## src/rtl/core_pkg.sv

```systemverilog
// Shared FPU core definitions: operand RAM geometry and the memory controller state set.
package core_pkg;

    localparam int ADDR_W = 6;
    localparam int DEPTH  = 2 ** ADDR_W;

    typedef enum logic [3:0] {
        IDLE,
        LOAD,
        READY,
        RD_A,
        RD_B,
        CAP,
        PRESENT,
        DONE,
        ERR
    } state_t;

endpackage

```

## src/rtl/core_mem_ctrl.sv

```systemverilog
// Operand memory controller: streams operands into the external operand RAM,
// then reads them back pairwise on request from core_control.
module core_mem_ctrl
    import core_pkg::*;
#(
    parameter int DATA_W = 32
) (
    input  logic                mc_clk,
    input  logic                mc_reset,
    input  logic                mc_start,
    input  logic [DATA_W-1:0]   mc_data_in,
    input  logic                mc_data_valid,
    input  logic                mc_data_last,
    output logic                mc_data_ready,
    output logic [ADDR_W-1:0]   mc_data_address_out,
    output logic                mc_we,
    output logic [DATA_W-1:0]   mc_wdata,
    input  logic [DATA_W-1:0]   mc_rdata,
    output logic [ADDR_W:0]     mc_data_length,
    output logic                mc_data_done,
    input  logic                mc_cont_procc,
    output logic [DATA_W-1:0]   mc_op_a,
    output logic [DATA_W-1:0]   mc_op_b,
    output logic                mc_op_valid,
    output logic                mc_done,
    output logic                mc_err
);

    localparam logic [ADDR_W:0] FULL = (ADDR_W + 1)'(DEPTH);

    state_t          state;
    logic [ADDR_W:0] wr_cnt;
    logic [ADDR_W:0] rd_ptr;

    // A start pulse wins over a concurrent word, so ready is masked that cycle.
    assign mc_data_ready  = (state == LOAD) && !mc_start;
    assign mc_data_length = wr_cnt;

    always_ff @(posedge mc_clk or posedge mc_reset) begin
        if (mc_reset) begin
            state               <= IDLE;
            wr_cnt              <= '0;
            rd_ptr              <= '0;
            mc_data_address_out <= '0;
            mc_we               <= 1'b0;
            mc_wdata            <= '0;
            mc_data_done        <= 1'b0;
            mc_op_a             <= '0;
            mc_op_b             <= '0;
            mc_op_valid         <= 1'b0;
            mc_done             <= 1'b0;
            mc_err              <= 1'b0;
        end else begin
            mc_we       <= 1'b0;
            mc_op_valid <= 1'b0;
            if (mc_start) begin
                wr_cnt       <= '0;
                rd_ptr       <= '0;
                mc_data_done <= 1'b0;
                mc_done      <= 1'b0;
                mc_err       <= 1'b0;
                state        <= LOAD;
            end else begin
                case (state)
                    LOAD: begin
                        if (mc_data_valid) begin
                            if (wr_cnt == FULL) begin
                                mc_err <= 1'b1;
                                state  <= ERR;
                            end else begin
                                mc_we               <= 1'b1;
                                mc_data_address_out <= wr_cnt[ADDR_W-1:0];
                                mc_wdata            <= mc_data_in;
                                wr_cnt              <= wr_cnt + 1'b1;
                                if (mc_data_last) begin
                                    // Current count even means the new total is odd.
                                    if (!wr_cnt[0]) begin
                                        mc_err <= 1'b1;
                                        state  <= ERR;
                                    end else begin
                                        mc_data_done <= 1'b1;
                                        state        <= READY;
                                    end
                                end
                            end
                        end
                    end
                    READY: begin
                        if (mc_cont_procc) begin
                            mc_data_address_out <= rd_ptr[ADDR_W-1:0];
                            state               <= RD_A;
                        end
                    end
                    RD_A: begin
                        mc_data_address_out <= rd_ptr[ADDR_W-1:0] + ADDR_W'(1);
                        state               <= RD_B;
                    end
                    RD_B: begin
                        mc_op_a <= mc_rdata;
                        state   <= CAP;
                    end
                    CAP: begin
                        mc_op_b     <= mc_rdata;
                        rd_ptr      <= rd_ptr + (ADDR_W + 1)'(2);
                        mc_op_valid <= 1'b1;
                        state       <= PRESENT;
                    end
                    PRESENT: begin
                        if (rd_ptr == wr_cnt) begin
                            mc_done <= 1'b1;
                            state   <= DONE;
                        end else begin
                            state <= READY;
                        end
                    end
                    IDLE, DONE, ERR: state <= state;
                    default: state <= IDLE;
                endcase
            end
        end
    end

endmodule

```

## config.mk

```make
export PLATFORM = sky130hd
export DESIGN_NAME = core_mem_ctrl
export DESIGN_NICKNAME = d
export VERILOG_FILES = /design/src/rtl/core_pkg.sv /design/src/rtl/core_mem_ctrl.sv
export SDC_FILE = /design/constraint.sdc
export NUM_CORES = 1
export LEC_CHECK = 0
export BUFFER_PORTS_ARGS = -buffer_cell sky130_fd_sc_hd__buf_4
export CAP_MARGIN = 40
export CELL_PAD_IN_SITES_DETAIL_PLACEMENT = 0
export CELL_PAD_IN_SITES_GLOBAL_PLACEMENT = 1
export CORE_AREA = 2 2 114 116
export CTS_CLUSTER_DIAMETER = 60
export DETAILED_ROUTE_END_ITERATION = 12
export DIE_AREA = 0 0 116 118
export PLACE_DENSITY_LB_ADDON = 0.1
export SLEW_MARGIN = 20
export SYNTH_ARGS = -nofsm -noshare
export SYNTH_HDL_FRONTEND = slang
export SYNTH_SLANG_ARGS = --single-unit
```

## constraint.sdc

```tcl
create_clock -name mc_clk -period 12.35 [get_ports mc_clk]
set_input_delay 2.47 -clock mc_clk [delete_from_list [all_inputs] [get_ports mc_clk]]
set_output_delay 2.47 -clock mc_clk [all_outputs]
set_load 0.005 [all_outputs]
```

## Word-level counts from Yosys, hierarchy flattened

Cells that the tools add are included.

- Register bits after elaboration: 125
- Input port bits: 70
- Output and inout bits: 115
- Logic and storage cells: 97

- Add/subtract/negate cells: 3
- Equal/unequal tests: 19
- Mux-type cells: 39
- Bitwise operators: 2
- Reduce and logical (&&, ||, !) cells: 22

Operators by type and width:

| kind | count |
|---|---|
| 2-to-1 mux 7 bit | 6 |
| one-hot mux 4 bit (7 select lines) | 1 |
| 2-to-1 mux 4 bit | 6 |
| 2-to-1 mux 1 bit | 21 |
| 2-to-1 mux 6 bit | 3 |
| one-hot mux 6 bit (3 select lines) | 1 |
| == test 4 x 3 -> 1 bit, second input constant | 4 |
| nonzero test 2 bit | 7 |
| AND reduction 4 bit | 3 |
| inequality test 2 bit, second input constant | 5 |
| AND reduction 5 bit | 2 |
| == test 4 x 2 -> 1 bit, second input constant | 2 |
| adder 7 x 1 -> 7 bit, second input constant | 1 |
| adder 7 x 2 -> 7 bit, second input constant | 1 |
| == test 7 bit | 1 |
| == test 7 bit, second input constant | 1 |
| adder 6 x 1 -> 6 bit, second input constant | 1 |
| inequality test 3 bit, second input constant | 2 |
| AND reduction 2 bit | 3 |
| nonzero test 3 bit | 2 |
| == test 4 x 1 -> 1 bit, second input constant | 1 |
| == test 4 bit, second input constant | 1 |
| logical NOT 4 bit | 1 |
| inequality test 4 x 3 -> 1 bit, second input constant | 1 |
| other kinds (7) | 8 |

## Logic depth before layout (Yosys ltp)

- Depth in word-level cells: 6
- Depth in mapped cells: 7
- Depth with buffers taken out: 5

## Worst setup path after synthesis

No wires, ideal clock.

- Path kind: input-to-output
- Start: in mc_start
- End: out mc_data_ready
- Data arrival time: 3.106 ns
- Data required time: 9.880 ns
- Path slack: 6.774 ns
- Stages on the path: 3
- Path buffers: 1
- Cells stage by stage: clkbuf_1 nor3_1 and3b_1

- Word-level cells in the longest chain between the ends: 2

RTL lines:

| item | RTL line | RTL |
|---|---|---|
| from (decl) | core_mem_ctrl.sv:10 | `input logic mc_start,` |
| logical NOT 1 bit | core_mem_ctrl.sv:36 | `assign mc_data_ready = (state == LOAD) && !mc_start;` |
| logical AND 1 bit | core_mem_ctrl.sv:36 |  |
| to (decl) | core_mem_ctrl.sv:14 | `output logic mc_data_ready,` |

Every way passes these cells.

## Worst setup path after layout

Ends and elaborated chain as after synthesis.

==> implementation parameters <==
Parameter                              Value

Status
  Outcome ... completed

Setup path
  Maximum net fanout on the critical path ... 18
  R2r worst-path depth ... 4
  Worst reg-to-reg setup slack ... 10.08 ns
  Kind of launch point of the worst setup path ... primary input
  Reg-to-Reg End ... mc_op_b[4]
  Crit. End Element ... primary output
  Critical path required time ... 9.88 ns
  Kind of critical path ... in2out
  CP Data Arrival Time ... 3.33 ns
  Worst flop-to-flop path startpoint ... state[2]

Synth
  Total nets after synthesis ... 426
  Number of enable flip-flop cells after synthesis ... 0
  Count of yosys warnings during synthesis ... 0
  Cell area after synthesis ... 5280 um2
  Area share of the largest cell type after synthesis ... 58.7%
  Unique masters post-synth ... 50
  FF+latch count, synth ... 124
  Sequential share of the synthesized area ... 58.7%
  Synth Instances ... 353
  Async set-or-reset flop fraction in the synthesized netlist ... 100%
  Largest cells by area after synthesis ... sky130_fd_sc_hd__dfrtp_1, sky130_fd_sc_hd__mux2_2, sky130_fd_sc_hd__mux2_4
  Dominant register cell in the synthesized netlist ... sky130_fd_sc_hd__dfrtp_1
  Cell type with the highest aggregate area in the netlist ... sky130_fd_sc_hd__dfrtp_1
  Mean instance size in the synthesized netlist ... 15.0 um2

Global routing
  Combined global-route utilization of all metal layers ... 18.2%
  Number of antenna violations at the first check in global routing ... 0
  Pin count of the biggest net entering global routing ... 59
  Wire length of the first global-routing pass ... 19,200 um
  Vias in the first global route ... 3,696
  Remaining Overflow, GRT ... 0

CTS
  CTS tree ... done
  Clock buffer count from CTS ... 17
  Clock-pin slew on the worst setup and hold paths ... 0.05 ns
  Post CTS Setup Buffer Count ... 0
  Sink Count ... 124
  CTS Hold Bufs ... 0
  Number of buffers between clock root and the deepest sink ... 2
  Root Driver ... sky130_fd_sc_hd__clkbuf_16
  Clock H-tree levels ... 4
  Clock latency of the later-clocked register in the worst-skew pair ... 0.41 ns
  Post-CTS resize count ... 0

Cells and area
  Area of the multi-input gates ... 2000 um2
  Number of standard cells in the final layout excluding fillers ... 727
  Fraction of layout instances using a drive strength above 1 ... 61.1%
  Area growth from synthesis to layout ... 41.3%
  Post-route cell area ... 7460 um2
  Leading cell type in the layout, fill and taps excluded ... sky130_fd_sc_hd__buf_4
  Most used cells in the layout excluding fill and tap cells ... sky130_fd_sc_hd__buf_4, sky130_fd_sc_hd__dfrtp_1, sky130_fd_sc_hd__mux2_2, sky130_fd_sc_hd__mux2_4
  Antenna cells ... 0
  Total number of nets in the final design ... 615
  Layout filler cell count ... 1,041
  Register cell area after layout ... 3100 um2

Detailed routing
  Total via count after detailed routing ... 3,554
  Sum of routed wire length over all layers ... 12,100 um
  Via count normalized by instance count ... 4.89
  Detailed-route DRC error count ... 0
  TritonRoute pass-1 iters ... 6
  ANT nets after route ... 0
  Average routed wire per standard cell ... 16.6 um
  DRC violation total after the first TritonRoute iteration ... 166

Placed design
  Half-perimeter wire length after placement ... 8320 um
  Quantity of I/O buffers inserted on ports ... 184
  Post-placement cell area ... 6800 um2
  Worst setup slack before clock tree synthesis ... 6.56 ns
  Cells after DPL ... 695
  Global placement routability congestion ... 0.721

STA
  Actual transition at the worst max-transition pin ... 0.713 ns
  Final hold vios ... 0
  Final setup violation count ... 0
  Clock period minus worst slack ... 5.80 ns
  Max Freq ... 173 MHz
  RSZ-0062 raised after global routing ... no
  Max transition margin ... 52.5%
  Final Max Tran Viols ... 0
  Skew final ... 0.00890 ns
  Hold Slack ... 0.504 ns
  Final TNS setup ... 0 ns
  Final setup slack of the worst path ... 6.55 ns
  Final Cycle Share ... 46.9%

Power and ir drop
  Peak supply drop ... 0.000121 V
  Cell Pwr Density ... 203 nW/um2
  Leakage ... 3.83 nW

Floorplan
  Number of placement rows ... 41
  I/O pin cnt ... 185
  Placeable core region ... 12,400 um2
  Die Y ... 118 um
  Die footprint ... 13,700 um2
  Initial Utilization ... 42.6%
  Floorplan die width ... 116 um

Hold path
  Number of instances on the worst hold path ... 1
  Beginning of the worst hold path ... mc_op_a[0]
  Hold Crit Endpoint ... mc_op_a[0]
  HP Class ... reg2reg

Run
  Number of maximum-capacitance constraint violations ... 0
worst max-delay path by stage:
stage	startpoint	to	slack, ns	cells past startpoint
2_1_floorplan	mc_reset	mc_data_address_out[0]	6.58	1
3_5_place_dp	mc_start	mc_data_ready	6.56	4
4_1_cts	mc_start	mc_data_ready	6.56	4
3_3_place_gp	mc_start	mc_data_ready	6.60	4
6_report	mc_start	mc_data_ready	6.55	4
5_1_grt	mc_start	mc_data_ready	6.48	4
metal layers:
layer | up-vias | share of wire [%] | GRT usage [%]
met5 | - | 0 | 0
met4 | 0 | 1.0 | 5.73
met3 | 10 | 8.7 | 8.14
met2 | 134 | 45 | 27.7
met1 | 1771 | 45 | 23.0
li1 | 1639 | - | -
through the flow:
stage | power, W | util (%)
2_1_floorplan | 0.000780 | -
3_3_place_gp | 0.000964 | 54.3
3_5_place_dp | 0.000975 | 54.7
4_1_cts | 0.00154 | 60.1
5_1_grt | 0.00160 | 60.1
6_report | 0.00152 | 60.1
critical path: stages:
cell,delay (ns)
sky130_fd_sc_hd__buf_4,0.18
sky130_fd_sc_hd__nor3_1,0.30
sky130_fd_sc_hd__and3b_1,0.26
sky130_fd_sc_hd__buf_4,0.12
state kept, by name, summed over array words and instances (netlist names):
| register | cells |
|---|---|
| mc_data_length | 7 |
| mc_err | 1 |
| mc_op_a | 32 |
| mc_done | 1 |
| mc_wdata | 32 |
| mc_op_valid | 1 |
| mc_we | 1 |
| state | 4 |
| mc_data_address_out | 6 |
| rd_ptr | 6 |
| mc_op_b | 32 |
| mc_data_done | 1 |
area by class of cell:
| cell class | count | share of cell area (%) |
|---|---|---|
| Clock buffer | 19 | 6.07 |
| Clock inverter | 13 | 2.87 |
| Inverter | 6 | 0.335 |
| Multi-Input combinational cell | 203 | 26.8 |
| Sequential cell | 124 | 41.6 |
| Tap cell | 172 | 2.88 |
| Timing Repair Buffer | 190 | 19.5 |
synthesized netlist by cell type, types with 2 or more instances:
cell type and count:
sky130_fd_sc_hd__nor3_1 4, sky130_fd_sc_hd__nand4_1 3, sky130_fd_sc_hd__mux2_2 80, sky130_fd_sc_hd__buf_12 3, sky130_fd_sc_hd__buf_2 8, sky130_fd_sc_hd__buf_6 2
sky130_fd_sc_hd__mux2_4 27, sky130_fd_sc_hd__a41o_1 2, sky130_fd_sc_hd__a21oi_1 2, sky130_fd_sc_hd__dfrtp_1 124, sky130_fd_sc_hd__inv_1 6, sky130_fd_sc_hd__ha_1 3
sky130_fd_sc_hd__mux2i_1 3, sky130_fd_sc_hd__xor2_1 9, sky130_fd_sc_hd__o21a_1 2, sky130_fd_sc_hd__nor2_1 17, sky130_fd_sc_hd__o21ai_0 4, sky130_fd_sc_hd__xnor2_1 7
sky130_fd_sc_hd__and3_1 2, sky130_fd_sc_hd__buf_4 3, sky130_fd_sc_hd__clkbuf_1 3, sky130_fd_sc_hd__nand2_1 11
power by group:
| group | switching, W | internal [W] |
|---|---|---|
| clock network | 0.000182 | 0.000370 |
| registers | 0.0000676 | 0.000503 |
| logic | 0.000135 | 0.000259 |
| total | 0.000385 | 0.00113 |
cell families after synthesis:
logic type / share of synthesized area [%]
flops: 58.7
mux: 25.3
simple gates: 5.73
buf+inv: 3.48
compound gates: 3.41
xor+xnor: 2.65
fa+ha+maj: 0.710
No activity file was read; power rests on OpenSTA's default activity.
